[src/rtl/send_scheduler.sv]
// Packet framer and source arbiter feeding the downstream word sender.
// Emits header, PKT_LEN source words and a checksum, one word per falling edge of ready_in.
module send_scheduler #(
    parameter int unsigned PKT_LEN = 16,
    parameter logic [7:0]  HDR_TAG = 8'hA5
) (
    input  logic        rdclk,
    input  logic        nreset,
    input  logic        en,
    input  logic        start,
    input  logic        abort,
    input  logic        mode,
    input  logic [15:0] cap_word,
    input  logic        cap_valid,
    output logic        cap_rd,
    input  logic [15:0] test_word,
    input  logic        test_valid,
    output logic        test_rd,
    input  logic        ready_in,
    output logic [15:0] word_out,
    output logic        ready,
    output logic        busy,
    output logic [7:0]  pkt_seq
);

    localparam int unsigned WORD_W = 16;
    localparam int unsigned IDX_W  = 8;

    typedef enum logic [1:0] {IDLE, HDR, DATA, CSUM} state_t;

    state_t              state, state_nx;
    logic                s0, s1, s2;
    logic                pending, pending_nx;
    logic                mode_q, mode_nx;
    logic [WORD_W-1:0]   csum, csum_nx;
    logic [IDX_W-1:0]    idx, idx_nx;
    logic [7:0]          seq_nx;
    logic [WORD_W-1:0]   word_nx;
    logic                ready_nx, cap_rd_nx, test_rd_nx;
    logic                req, avail, emit, src_valid;
    logic [WORD_W-1:0]   src_word;

    // Next-state, emission and datapath updates
    always_comb begin
        state_nx   = state;
        pending_nx = pending;
        mode_nx    = mode_q;
        csum_nx    = csum;
        idx_nx     = idx;
        seq_nx     = pkt_seq;
        word_nx    = word_out;
        ready_nx   = 1'b0;
        cap_rd_nx  = 1'b0;
        test_rd_nx = 1'b0;
        req        = s2 & ~s1;
        src_valid  = mode_q ? test_valid : cap_valid;
        src_word   = mode_q ? test_word : cap_word;

        case (state)
            HDR, CSUM: avail = 1'b1;
            DATA:      avail = src_valid;
            default:   avail = 1'b0;
        endcase

        // The ~ready term keeps strobes apart and lets the source pop before the next read
        emit       = (req | pending) & avail & ~ready & ~abort;
        pending_nx = (req | pending) & ~emit;

        case (state)
            IDLE: begin
                if (start && !abort) begin
                    state_nx = HDR;
                    mode_nx  = mode;
                    csum_nx  = '0;
                    idx_nx   = '0;
                end
            end
            HDR: begin
                if (emit) begin
                    word_nx  = {HDR_TAG, pkt_seq};
                    ready_nx = 1'b1;
                    state_nx = DATA;
                end
            end
            DATA: begin
                if (emit) begin
                    word_nx    = src_word;
                    ready_nx   = 1'b1;
                    cap_rd_nx  = ~mode_q;
                    test_rd_nx = mode_q;
                    csum_nx    = csum + src_word;
                    idx_nx     = idx + IDX_W'(1);
                    if (idx == IDX_W'(PKT_LEN - 1)) begin
                        state_nx = CSUM;
                    end
                end
            end
            CSUM: begin
                if (emit) begin
                    word_nx  = csum;
                    ready_nx = 1'b1;
                    seq_nx   = pkt_seq + 8'(1);
                    state_nx = IDLE;
                end
            end
            default: state_nx = IDLE;
        endcase

        if (abort && state != IDLE) begin
            state_nx   = IDLE;
            pending_nx = 1'b0;
        end
    end

    // State and output registers; en=0 freezes everything but the strobes
    always_ff @(posedge rdclk) begin
        if (!nreset) begin
            state    <= IDLE;
            s0       <= 1'b0;
            s1       <= 1'b0;
            s2       <= 1'b0;
            pending  <= 1'b0;
            mode_q   <= 1'b0;
            csum     <= '0;
            idx      <= '0;
            pkt_seq  <= '0;
            word_out <= '0;
            ready    <= 1'b0;
            cap_rd   <= 1'b0;
            test_rd  <= 1'b0;
            busy     <= 1'b0;
        end else if (en) begin
            state    <= state_nx;
            s0       <= ready_in;
            s1       <= s0;
            s2       <= s1;
            pending  <= pending_nx;
            mode_q   <= mode_nx;
            csum     <= csum_nx;
            idx      <= idx_nx;
            pkt_seq  <= seq_nx;
            word_out <= word_nx;
            ready    <= ready_nx;
            cap_rd   <= cap_rd_nx;
            test_rd  <= test_rd_nx;
            busy     <= (state_nx != IDLE);
        end else begin
            ready    <= 1'b0;
            cap_rd   <= 1'b0;
            test_rd  <= 1'b0;
        end
    end

endmodule

[config.mk]
export PLATFORM = sky130hd
export DESIGN_NAME = send_scheduler
export DESIGN_NICKNAME = d
export VERILOG_FILES = /design/src/rtl/send_scheduler.sv
export SDC_FILE = /design/constraint.sdc
export NUM_CORES = 1
export LEC_CHECK = 0
export CORE_MARGIN = 2
export CORE_UTILIZATION = 51
export CTS_CLUSTER_SIZE = 40
export DETAILED_ROUTE_END_ITERATION = 16
export HOLD_SLACK_MARGIN = 0.15
export PLACE_DENSITY = 0.79
export SETUP_SLACK_MARGIN = 0.15
export SLEW_MARGIN = 20
export SYNTH_ARGS = -nofsm -noshare
export SYNTH_HDL_FRONTEND = slang
export SYNTH_SLANG_ARGS = --single-unit
[constraint.sdc]
create_clock -name rdclk -period 3.55 [get_ports rdclk]
set_input_delay 0.71 -clock rdclk [delete_from_list [all_inputs] [get_ports rdclk]]
set_output_delay 0.71 -clock rdclk [all_outputs]
set_load 0.1 [all_outputs]
Word level (Yosys, flattened, before mapping)
Index checks and enable logic that the tools add are counted.
{"block": "op_classes", "n_reduce_logical": 16, "n_addsub": 3, "bitwise": 11, "eq_ne": 8, "mux": 22}
{"cell": "$mux 16", "count": 6}
{"cell": "$pmux 16 s3", "count": 1}
{"cell": "$pmux 16 s2", "count": 1}
{"cell": "$add 16x16->16", "count": 1}
{"cell": "$add 8x1->8 const B", "count": 2}
{"cell": "$mux 8", "count": 2}
{"cell": "$pmux 8 s2", "count": 1}
{"cell": "$mux 2", "count": 6}
{"cell": "$reduce_and 3->1", "count": 3}
{"cell": "$eq 8x4->1 const B", "count": 1}
{"cell": "$ne 2x2->1 const B", "count": 4}
{"cell": "$pmux 2 s4", "count": 1}
{"cell": "$reduce_and 4->1", "count": 2}
{"cell": "$reduce_bool 2->1", "count": 3}
{"cell": "$and 1x1->1", "count": 5}
{"cell": "$not 1->1", "count": 5}
{"cell": "$reduce_and 5->1", "count": 1}
{"cell": "$eq 2x2->1 const B", "count": 2}
{"cell": "$mux 1", "count": 3}
{"cell": "$reduce_bool 3->1", "count": 1}
{"cell": "$reduce_or 3->1", "count": 1}
{"cell": "$eq 2x1->1 const B", "count": 1}
{"cell": "$logic_and 1x1->1", "count": 2}
{"cell": "$logic_not 2->1", "count": 1}
{"cell": "4 further kinds", "count": 4}
{"block": "word_totals", "register_bits": 59, "out_inout_bits": 28}

Longest topological paths before layout
Gate-level depths: netlist of the first run.
{"block": "depth", "word_depth": 10, "depth_mapped": 11, "mapped_depth_nobuf": 9}

Worst setup path after synthesis of the first run
OpenSTA, ideal clock, no wires.
{"block": "synth_timing", "path_type": "register to register", "startpoint": "reg mode_q", "endpoint": "reg csum[14]", "n_path_buf": 2, "arrival_time_ps": 2785, "setup_slack_ps": 648, "required_ps": 3433, "stages_incl_launch_ff": 12, "synth_period_minus_slack_ps": 2902, "cell_sequence": "dfxtp_1 -> buf_6 -> buf_2 -> mux2_2 -> ha_1 -> fa_1 -> a21oi_1 -> o221ai_1 -> a221oi_2 -> o21ai_1 -> xor2_1 -> a22o_1"}
{"block": "synth_between", "elab_chain_len": 7, "word_cells_on_any_way": 11}
{"item": "start: declaration", "line_no": "34", "source": "logic mode_q, mode_nx;"}
{"item": "start signal: assignment", "line_no": "138", "source": "mode_q <= mode_nx;"}
{"item": "parallel branches: the longest is 7 deep, another holds $add 16x16->16"}
{"item": "end signal: assignment", "line_no": "139", "source": "csum <= csum_nx;"}
{"item": "end: declaration", "line_no": "35", "source": "logic [WORD_W-1:0] csum, csum_nx;"}
Parallel ways; which one is timed is not known. The select of a mux whose other input is x is not followed.
A chain may end at the register's enable or synchronous reset.

Worst setup path after layout of the first run
{"block": "layout_timing", "startpoint": "in test_word[0]", "endpoint": "reg csum[14]"}
{"block": "layout_between", "elab_chain_len": 4}
{"item": "start: declaration", "line_no": "16", "source": "input logic [15:0] test_word,"}
{"item": "$mux 16", "line_no": "57", "source": "src_word = mode_q ? test_word : cap_word;"}
{"item": "$add 16x16->16", "line_no": "91", "source": "csum_nx = csum + src_word;"}
{"item": "$mux 16", "line_no": "86", "source": "if (emit) begin"}
{"item": "$pmux 16 s2", "line_no": "69", "source": "case (state)"}
No other way between the ends. The select of a mux whose other input is x is not followed.

==> results of run 1 <==
## through the flow
step	util	power, mW
final	0.667	1.39
after global routing	0.667	1.44
after CTS	0.667	1.40
after detailed placement	0.640	0.852
after global placement	0.640	0.849
after floorplan	-	0.782
## report_power, final
group | switching [mW] | total, mW | internal [mW]
Combinational | 0.0834 | 0.171 | 0.0879
Sequential | 0.00207 | 0.667 | 0.665
Clock | 0.283 | 0.553 | 0.270
## worst max-delay path by stage
stage / from / endpoint / slack [ns]
6_report: test_word[0] / csum[14] / 0.37
5_1_grt: test_word[0] / csum[14] / 0.25
4_1_cts: test_word[0] / csum[14] / 0.43
3_5_place_dp: test_word[0] / csum[14] / 0.08
3_3_place_gp: test_word[0] / csum[14] / 0.18
2_1_floorplan: mode_q / csum[14] / 0.65
## final cells by class
cell class / instances / area, µm² / area share
Sequential cell: 59 / 1180 / 0.261
Clock buffer: 10 / 138 / 0.0304
Timing Repair Buffer: 77 / 743 / 0.164
Clock inverter: 6 / 41.3 / 0.00912
Inverter: 8 / 30.0 / 0.00663
Multi-Input combinational cell: 309 / 2280 / 0.502
Tap cell: 96 / 120 / 0.0265
## cells in the final DEF, fill, tap and decap left out, drive strengths merged, types with 10 or more instances in the layout
cell           count
mux2i             13
o21ai             12
nand2             28
nand3             32
nor2              14
nand2b            22
and2              16
clkbuf            10
xor2              10
o211ai            15
a21boi            13
ha                17
buf               11
xnor2             15
o211a             12
mux2              17
dfxtp             59
a21oi             16
clkdlybuf4s50     66
## sequential cells by signal, summed over array words and instances (netlist names), 2 cells and up
register / count
state: 2
csum: 16
idx: 8
pkt_seq: 8
word_out: 16
## cells by family (layout without fill, tap and decap cells)
logic type,Yosys count,after routing,synth area share
adders and majority gates,18,18,0.0648
xor gates and xnor gates,25,25,0.0610
buffers and inverters,32,101,0.0383
AOI/OAI and AO/OA,95,95,0.207
muxes,30,30,0.0916
and+or+nand+nor,141,141,0.209
DFF,59,59,0.329
## critical path, stage by stage
cell,delay (ns)
clkdlybuf4s50_1,0.40
mux2_2,0.28
ha_1,0.23
fa_1,0.42
a21oi_1,0.21
o221ai_1,0.29
a221oi_2,0.40
o21ai_1,0.14
xor2_1,0.15
a22o_1,0.17
## cell usage after synthesis (2+ instances only)
library cell | count | area (µm²)
a21o_1 | 5 | 37.5
a32o_1 | 2 | 20.0
nand2b_1 | 22 | 138
nor3_1 | 2 | 10.0
and4_1 | 3 | 26.3
nor4_1 | 3 | 18.8
nor2b_1 | 8 | 50.1
xnor2_1 | 15 | 131
dfxtp_1 | 59 | 1180
and3_1 | 3 | 18.8
and2_1 | 16 | 100
mux2_2 | 15 | 169
nand2_1 | 28 | 105
o21a_1 | 2 | 15.0
o21ai_0 | 7 | 35.0
o211ai_1 | 13 | 97.6
ha_1 | 17 | 213
a22o_1 | 4 | 35.0
a211oi_1 | 2 | 15.0
nor2_1 | 14 | 52.6
a21boi_1 | 3 | 22.5
a21oi_1 | 15 | 75.1
o21ai_1 | 4 | 20.0
buf_2 | 8 | 40.0
a21boi_0 | 10 | 75.1
mux2i_1 | 13 | 130
mux2_4 | 2 | 30.0
a31oi_1 | 2 | 12.5
nand3_1 | 31 | 155
o211a_1 | 12 | 120
clkbuf_1 | 14 | 52.6
o211ai_2 | 2 | 25.0
inv_1 | 8 | 30.0
xor2_1 | 10 | 87.6
nand4_1 | 6 | 37.5
## per-layer routing
layer	share of wire	wire, µm	vias up	track usage
met5	0	0	-	0
met4	0.0056	48	0	0.0503
met3	0.045	385	5	0.0566
met2	0.49	4170	67	0.402
met1	0.46	3980	1499	0.318
li1	-	-	1582	-
==> results.cfg, run 1 <==
[synth]
synthCells = 400
ys_seq_elements = 59
yosys_warnings = 0
synthArstFlopShare = 0
ys_types = 55
syn_avg_cell_area_um2 = 8.98
synth_edf_count = 0
syn_area_mm2 = 0.00359
syn_nets = 459
synth_flop_cell = dfxtp_1
ys_seq_area_frac = 0.329

[cells_and_area]
layout-drive-gt1-share = 0.119
nFillCells = 560
final_cells = 565
diodes = 0
design_area_mm2 = 0.00453
area_delta_synth_final_pct = 26.1
final_nets = 523

[clock_network]
post_cts_buffers = 0
hold_buffers = 0
cts_tree = yes
cts-root-buf = clkbuf_8
cts_buffers = 9
clock_tree.buffer_depth = 2
clock_latency_ns = 0.34
clk_pin_slew_ns = 0.07
htree_num_levels = 3
cts.sinks = 59
cts-resized-gates = 0

[setup_path]
crit_required_ns = 3.78
critPathMaxFanout = 4
critPathKind = primary input to register
critPathLaunchType = primary input
ff2ff_setup_slack_ns = 0.57
reg2reg_to = csum[14]
crit_path_end_kind = register
r2r_start = mode_q
r2r_cells = 9
arrival_ns = 3.40

[placement]
dp_cells = 549
hpwl_mm = 6.20
placed_area_mm2 = 0.00435
dp_slack_ns = 0.0844
gp_congestion = 0.901
port_buffers = 68

[sta]
max_slew_margin = 0.324
timing.final.ws_setup_ns = 0.375
skew_ns = 0.00916
fin_setup_tns_ns = 0
max_freq_ghz = 0.315
whs_ns = 0.481
finalSetupViolations = 0
hold_violations = 0
worstMarginPinSlew_ns = 1.01
fin_crit_ns = 3.18
rsz0062_at_grt = no
drv_slew = 0
period_share = 0.894

[job]
maxCapViolCount = 0

[global_routing]
grt_usage = 0.241
grt_pass1_vias = 3032
grt_first_pass_wirelength_mm = 14.6
grt_overflow = 0
grt_start_max_net_pins = 39
antenna_found_initial = 0

[power]
powerDensity_mw_per_mm2 = 307
p_leak_nw = 1.83
ir_drop_uv = 234

[detailed_routing]
firstDrtPassIters = 4
totalWireLength_mm = 8.58
vias_per_cell = 5.58
ant_nets = 0
drt_iter0_drc = 177
wl_per_cell_um = 15.2
drc_errors = 0
via_count = 3153

[worst_hold_path]
hold_path_class = register to register
hold_start = csum[0]
hold_end = csum[0]
min_delay_path_depth = 2

[floorplan]
row_count = 30
die-area_mm2 = 0.00773
start_util = 0.529
die_y_um = 87.9
pin_count = 69
die_x_um = 87.9
core-area_mm2 = 0.00679

[run_status]
status = finished clean
Note: power is estimated with default switching activity, not from simulation.
==> run 2: changes to the inputs <==
Settings changed: DONT_BUFFER_PORTS set to 1, PLACE_DENSITY 0.79 to 0.66.
==> results.cfg, run 2 (same netlist as run 1, synthesis figures left out) <==
[placement]
gp_congestion = 0.783
dp_slack_ns = 0.563
hpwl_mm = 5.74
port_buffers = 0

[sta]
fin_crit_ns = 2.84
finalSetupViolations = 0
fin_setup_tns_ns = 0
hold_violations = 0
max_freq_ghz = 0.352
max_slew_margin = 0.243
period_share = 0.801
timing.final.ws_setup_ns = 0.706
skew_ns = 0.00588
worstMarginPinSlew_ns = 1.13
drv_slew = 0
rsz0062_at_grt = no

[clock_network]
htree_num_levels = 3
post_cts_buffers = 0
clk_pin_slew_ns = 0.07
clock_tree.buffer_depth = 2
cts-resized-gates = 0
hold_buffers = 0
cts_buffers = 9
clock_latency_ns = 0.34
cts-root-buf = clkbuf_8
cts.sinks = 59
cts_tree = yes

[cells_and_area]
top_regs = csum: 16 flops, word_out: 16 flops
nFillCells = 619
layout.cells.most_common = dfxtp_1
final_nets = 457
seqCellArea_mm2 = 0.00118
multiInputGateArea_mm2 = 0.00228
diodes = 0
area_delta_synth_final_pct = 8.53
layout_common_cells = dfxtp_1 (59), nand3_1 (31), nand2_1 (28)
fin_util = 0.574
layout-drive-gt1-share = 0.134

[global_routing]
grt_pass1_vias = 2775
grt_usage = 0.220
grt.busiest_layer = met2
grt_start_max_net_pins = 52
grt_overflow = 0
met2_usage = 0.346
antenna_found_initial = 0
grt_first_pass_wirelength_mm = 13.4
use_met3 = 0.0377
use_met1 = 0.304

[power]
comb_power_share = 0.073
clkPwrFrac = 0.461
p_leak_nw = 1.60
ir_drop_uv = 213
internal_power_mw = 1.11
p_sw_uw = 342
pwr-share-seq = 0.466
switching_share = 0.236
powerDensity_mw_per_mm2 = 371

[detailed_routing]
vias_per_cell = 5.79
ant_nets = 0
wl_per_cell_um = 16.2
via_count = 2889
drt_iter0_drc = 155
totalWireLength_mm = 8.07
drc_errors = 0
firstDrtPassIters = 4

[setup_path]
critPathKind = register to register
ff2ff_setup_slack_ns = 0.71
reg2reg_to = csum[14]
crit_required_ns = 3.78
r2r_start = mode_q
arrival_ns = 3.07
critPathMaxFanout = 5
r2r_cells = 9
critPathLaunchType = register
crit_path_end_kind = register

[worst_hold_path]
hold_end = csum[0]
hold_start = csum[0]
min_delay_path_depth = 2
hold_path_class = register to register

[floorplan]
die-area_mm2 = 0.00773
die_x_um = 87.9
start_util = 0.529
core-area_mm2 = 0.00679
die_y_um = 87.9
pin_count = 69
row_count = 30

[job]
maxCapViolCount = 0

[run_status]
status = finished clean
-- run 2: critical path, cell delays in order (launching register included) --
cell and delay [ns]:
dfxtp_1 0.45, mux2_2 0.38, ha_1 0.22, fa_1 0.40, a21oi_1 0.19, o221ai_1 0.28
a221oi_2 0.37, o21ai_1 0.12, xor2_1 0.15, a22o_1 0.18
-- run 2: worst max-delay path by stage --
stage / cells past startpoint / endpoint / start / slack, ns
after CTS: 9 / csum[14] / mode_q / 0.70
after floorplan: 11 / csum[14] / mode_q / 0.65
after global placement: 9 / csum[14] / test_word[0] / 0.58
after detailed placement: 9 / csum[14] / test_word[0] / 0.56
after global routing: 9 / csum[14] / mode_q / 0.50
final: 9 / csum[14] / mode_q / 0.71
-- run 2: power groups by stage --
stage / Combinational (mW) / Sequential (mW) / Clock (mW)
2_1_floorplan: 0.0958 / 0.686 / 0
3_3_place_gp: 0.102 / 0.690 / 0
3_5_place_dp: 0.105 / 0.690 / 0
4_1_cts: 0.106 / 0.675 / 0.681
5_1_grt: 0.116 / 0.675 / 0.706
6_report: 0.105 / 0.675 / 0.667
-- run 2: metrics by stage --
| stage | power [mW] | cells | cell area [µm²] | hold slack, ns |
|---|---|---|---|---|
| 6_report | 1.45 | 499 | 3900 | 0.476 |
| 5_1_grt | 1.50 | 499 | 3900 | 0.483 |
| 4_1_cts | 1.46 | 499 | 3900 | 0.474 |
| 3_5_place_dp | 0.795 | 483 | 3690 | 0.471 |
| 3_3_place_gp | 0.792 | 483 | 3690 | 0.462 |
| 2_1_floorplan | 0.782 | 400 | 3590 | 0.443 |
-- run 2: layer usage --
metal	wire (µm)	vias up
li1	-	1443
met1	3790	1377
met2	3750	60
met3	447	9
met4	93	0
met5	0	-
-- run 2: area by class of cell --
class	count	area share
timing repair buffer	11	0.0212
inverter	8	0.00770
clock inverter	5	0.0199
clock buffer	11	0.0337
tap	96	0.0308
multi-input combinational	309	0.584
sequential	59	0.303
==> run 3: changes to the inputs <==
Settings changed: PLACE_DENSITY 0.66 to 0.69.
Clock period 3.55 ns to 2.49 ns, I/O delays scaled along.
==> results.cfg, run 3 (same netlist as run 1, synthesis figures left out) <==
[floorplan]
start_util = 0.529
die_y_um = 87.9
pin_count = 69
die-area_mm2 = 0.00773
row_count = 30
core-area_mm2 = 0.00679
die_x_um = 87.9

[setup_path]
critPathLaunch = mode_q
critPathMaxFanout = 7
crit_required_ns = 2.73
arrival_ns = 2.72
critPathLaunchType = register
r2r_start = mode_q
crit_path_end_kind = register
critPathKind = register to register

[sta]
drv_slew = 0
max_freq_ghz = 0.403
worstMarginPinSlew_ns = 0.392
max_slew_margin = 0.739
timing.final.ws_setup_ns = 0.00838
fin_setup_tns_ns = 0
whs_ns = 0.277
hold_violations = 0
skew_ns = 0.0101
finalSetupViolations = 0
period_share = 0.997
fin_crit_ns = 2.48
rsz0062_at_grt = yes

[global_routing]
antenna_found_initial = 0
grt_pass1_vias = 2856
grt_overflow = 0
grt_first_pass_wirelength_mm = 13.5
grt_start_max_net_pins = 52
grt_usage = 0.222

[placement]
hpwl_mm = 5.88
port_buffers = 0
dp_cells = 520
gp_congestion = 0.887
placed_area_mm2 = 0.00408
dp_slack_ns = -0.0462

[cells_and_area]
layout.cells.most_common = dfxtp_1
top_regs = csum: 16 flops, word_out: 16 flops
fin_util = 0.647
layout_common_cells = dfxtp_1 (58), buf_4 (50), nand3_1 (30)
final_nets = 498
layout-drive-gt1-share = 0.268
final_cells = 540
design_area_mm2 = 0.00440
diodes = 0
area_delta_synth_final_pct = 22.4

[clock_network]
htree_num_levels = 3
cts_tree = yes
cts-root-buf = clkbuf_8
cts_buffers = 9
clock_latency_ns = 0.35
clk_pin_slew_ns = 0.07
clock_tree.buffer_depth = 2
cts.sinks = 59

[detailed_routing]
drc_errors = 0
vias_per_cell = 5.59
totalWireLength_mm = 8.37
wl_per_cell_um = 15.5
via_count = 3018
ant_nets = 0
drt_iter0_drc = 149
firstDrtPassIters = 5

[power]
ir_drop_uv = 250
powerDensity_mw_per_mm2 = 464
p_leak_nw = 1.83
design_power_total_mw = 2.04

[job]
maxCapViolCount = 0

[worst_hold_path]
hold_start = nreset
hold_path_class = primary input to register

[run_status]
status = finished clean
[run 3: cell count changes in the layout (fill, tap and decap cells not counted), moves of 2 or more]
cell      before  now
ha_4           0    9
a21oi_1       15   12
a21oi_2        1    4
a21boi_0      10    8
a31oi_1        2    0
ha_1          17    8
a31oi_2        0    2
buf_4         11   50
[run 3: worst paths after layout]
kind                                     end  slack [ns]  cells past startpoint
worst min register to register        idx[1]        0.50                      2
worst max-delay path                csum[14]       0.008                      9
worst max register to register      csum[14]       0.008                      9
worst min-delay path            word_out[13]        0.28                      1
[run 3: final cells by class]
cell class	count	area (µm²)
timing repair buffer	52	407
fill	566	2400
sequential	59	1180
clock inverter	5	52.6
clock buffer	11	141
tap	96	120
multi-input combinational	309	2460
inverter	8	30.0
[run 3: routing by layer]
| metal | GRT usage | up-vias | wire (µm) | part of all wire |
|---|---|---|---|---|
| met4 | 0.0811 | 0 | 83 | 0.0099 |
| met2 | 0.354 | 73 | 3830 | 0.46 |
| met1 | 0.303 | 1410 | 4020 | 0.48 |
| li1 | - | 1526 | - | - |
| met5 | 0 | - | 0 | 0 |
| met3 | 0.0349 | 9 | 432 | 0.052 |
[run 3: critical path, stage by stage, from the launching register on]
cell	delay [ns]
dfxtp_4	0.37
buf_12	0.12
mux2_2	0.36
ha_1	0.35
a21o_1	0.23
a21o_1	0.20
a221oi_2	0.33
o21ai_1	0.11
xor2_1	0.14
a22o_1	0.17
[run 3: report_power, final]
part,internal [mW],switching (mW)
registers,0.947,0.00269
logic,0.0906,0.105
clock network,0.485,0.408
total,1.52,0.516
[run 3: what timing repair did]
item,CTS,global route
pin swaps,5,12
endpoints found under the setup margin,7,8
hold buffers,0,0
buffers inserted,2,2
resized for setup,2,14
endpoints found under the hold margin,0,0
==> patch: new RTL, flow settings as in run 2 <==
`IDX_W`: 8 -> 7.
--- a/src/rtl/send_scheduler.sv
+++ b/src/rtl/send_scheduler.sv
@@ -25,5 +25,5 @@
 
     localparam int unsigned WORD_W = 16;
-    localparam int unsigned IDX_W  = 8;
+    localparam int unsigned IDX_W  = 7;
 
     typedef enum logic [1:0] {IDLE, HDR, DATA, CSUM} state_t;
Function: no difference found for any inputs over 10 cycles, from zero or initial values and one cycle with nreset low; that may be too few to reach the edited logic, so the function may still have changed.
==> patch against run 2 <==
Die area shrank 3.6%. Critical endpoint is now csum[12]. Via count grew 3.8%. Combinational power grew 9.5%. Wire length grew 5.4%. Sequential cell count shrank 1. Highest routed layer unchanged. Total power shrank 2.9%. Worst setup slack lost 160 ps. Sequential power shrank 2%. Clock power shrank 6.0%. Final area shrank 4.7%. Final cell count shrank 2.6%. Largest power group unchanged. Area after synthesis shrank 3.7%.
==> patch: results (changes against run 2) <==
[run_status]
status = finished clean

[yosys]
ys_warn_count = 0  ; unchanged
avgSynthCellArea_um2 = 8.54  ; -4.9%
synth_area_leaders = dfxtp_1, ha_1, mux2i_1
yosys_most_used_dff = dfxtp_1
synth_commonest_cells = dfxtp_1, nor2_1, nand2_1
seq_area_frac_synth = 0.336  ; +0.00694
synthDistinctLibCells = 59  ; +7.3%
synth-async-reset-ratio = 0  ; unchanged

[worst_setup_path]
critPathMaxStageDelay_ps = 440
endpoint = csum[12]
cp_top_family = compound AO/OA/AOI/OAI gates
rrSetupSlack_ps = 550  ; -160 ps
r2r-start = mode_q
arrival_ps = 3250  ; +180 ps
worstPathMaxFanout = 17  ; +12
r2r_cells = 9  ; unchanged
slowest_stage = fa_1

[layout]
antennaDiodeCount = 0  ; unchanged
drive_gt1_frac = 0.111  ; -0.0232
layout.cells.non_filler = 486  ; -2.6%
nFillCells = 650  ; +5.0%
final_nets = 460  ; +0.66%
reg_top3 = csum (16), word_out (16), pkt_seq (8)

[clocking]
cts.path.max_buffers = 2  ; unchanged
htree_levels = 3  ; unchanged
insertion_delay_ps = 350
post_cts_buffers = 0  ; unchanged
clkSlewWorstSetupHoldPaths_ps = 80

[drt]
wl_per_cell_um = 17.5  ; +8.2%
final_antenna_net_count = 0  ; unchanged
vias = 2998  ; +3.8%
initialDrtViolationCount = 190  ; +23%

[min_path]
min_from = idx[1]
whs_endpoint = idx[1]
min_path_cells = 2  ; unchanged
hold_class = reg2reg

[sta]
clock_skew_ps = 7.27  ; +1.39 ps
tightest_slew_ps = 1140  ; +9.51 ps
whs_ps = 473  ; -3.02 ps
finalCritPeriodShare = 0.846  ; +0.0448

[global_route]
grt_pass1_vias = 2864  ; +3.2%
grt_first_pass_wirelength_um = 13600  ; +1.8%
grt_max_degree = 29  ; -44%
antenna_found_initial = 0  ; unchanged
grt_usage = 0.234  ; +0.0139

[placed_design]
dp_cells = 470  ; -2.7%
place_hpwl_um = 5960  ; +3.8%
place_congestion = 0.879  ; +12%
dp_slack_ps = 496  ; -66.8 ps

[power_and_ir_drop]
total_leakage_power_nw = 1.50  ; -6.4%
internal-power_mw = 1.03  ; -7.0%
ir_drop_mv = 0.182  ; -15%

[patch: cell count changes after synthesis, sizes merged, moves of 5 or more]
cell    change
o211ai      -5
nand3      -12
mux2i       +7
nor2b       -5
a21oi      +15
and2       -14
o21ai       +9
nand2      +10
a21boi     -13
o211a      -10
xnor2       -5
nand2b     -18
nor2       +29
[patch: logic make-up after synthesis]
kind of cell	Yosys count	synth area share
AOI/OAI and AO/OA	105	0.208
and+or+nand+nor	140	0.194
buffers and inverters	27	0.0311
DFF	58	0.336
xor gates and xnor gates	21	0.0532
muxes	36	0.110
adders and majority gates	18	0.0673
[patch: final cells by class]
cell class              instances  area (um^2)  area share
repair buffers                  5         37.5      0.0101
multi-input cells             320         2190       0.589
inverters                       7         26.3     0.00707
flip-flops and latches         58         1160       0.312
clock inverters                 7         77.6      0.0209
well taps                      80          100      0.0269
clock buffers                   9          124      0.0333
[patch: power groups by stage]
stage / sequential [mW] / combinational [mW] / clock (mW)
after floorplan: 0.676 / 0.0959 / 0
after global placement: 0.679 / 0.113 / 0
after detailed placement: 0.679 / 0.114 / 0
after CTS: 0.664 / 0.115 / 0.638
after global routing: 0.665 / 0.128 / 0.673
final: 0.664 / 0.115 / 0.627
[patch: worst min-delay path: cells and delay by family, from the launching register on]
kind	cells	cell delay [ps]
flip-flops	1	320
AO/OA/AOI/OAI	1	50
AND/OR/NAND/NOR	1	60
[patch: layer usage]
metal | wire [um] | GRT usage | vias to the layer above | share of wire
met5 | 0 | 0 | - | 0
met1 | 3780 | 0.301 | 1412 | 0.44
met3 | 563 | 0.0610 | 10 | 0.066
met4 | 103 | 0.0724 | 0 | 0.012
met2 | 4060 | 0.385 | 94 | 0.48
li1 | - | - | 1482 | -
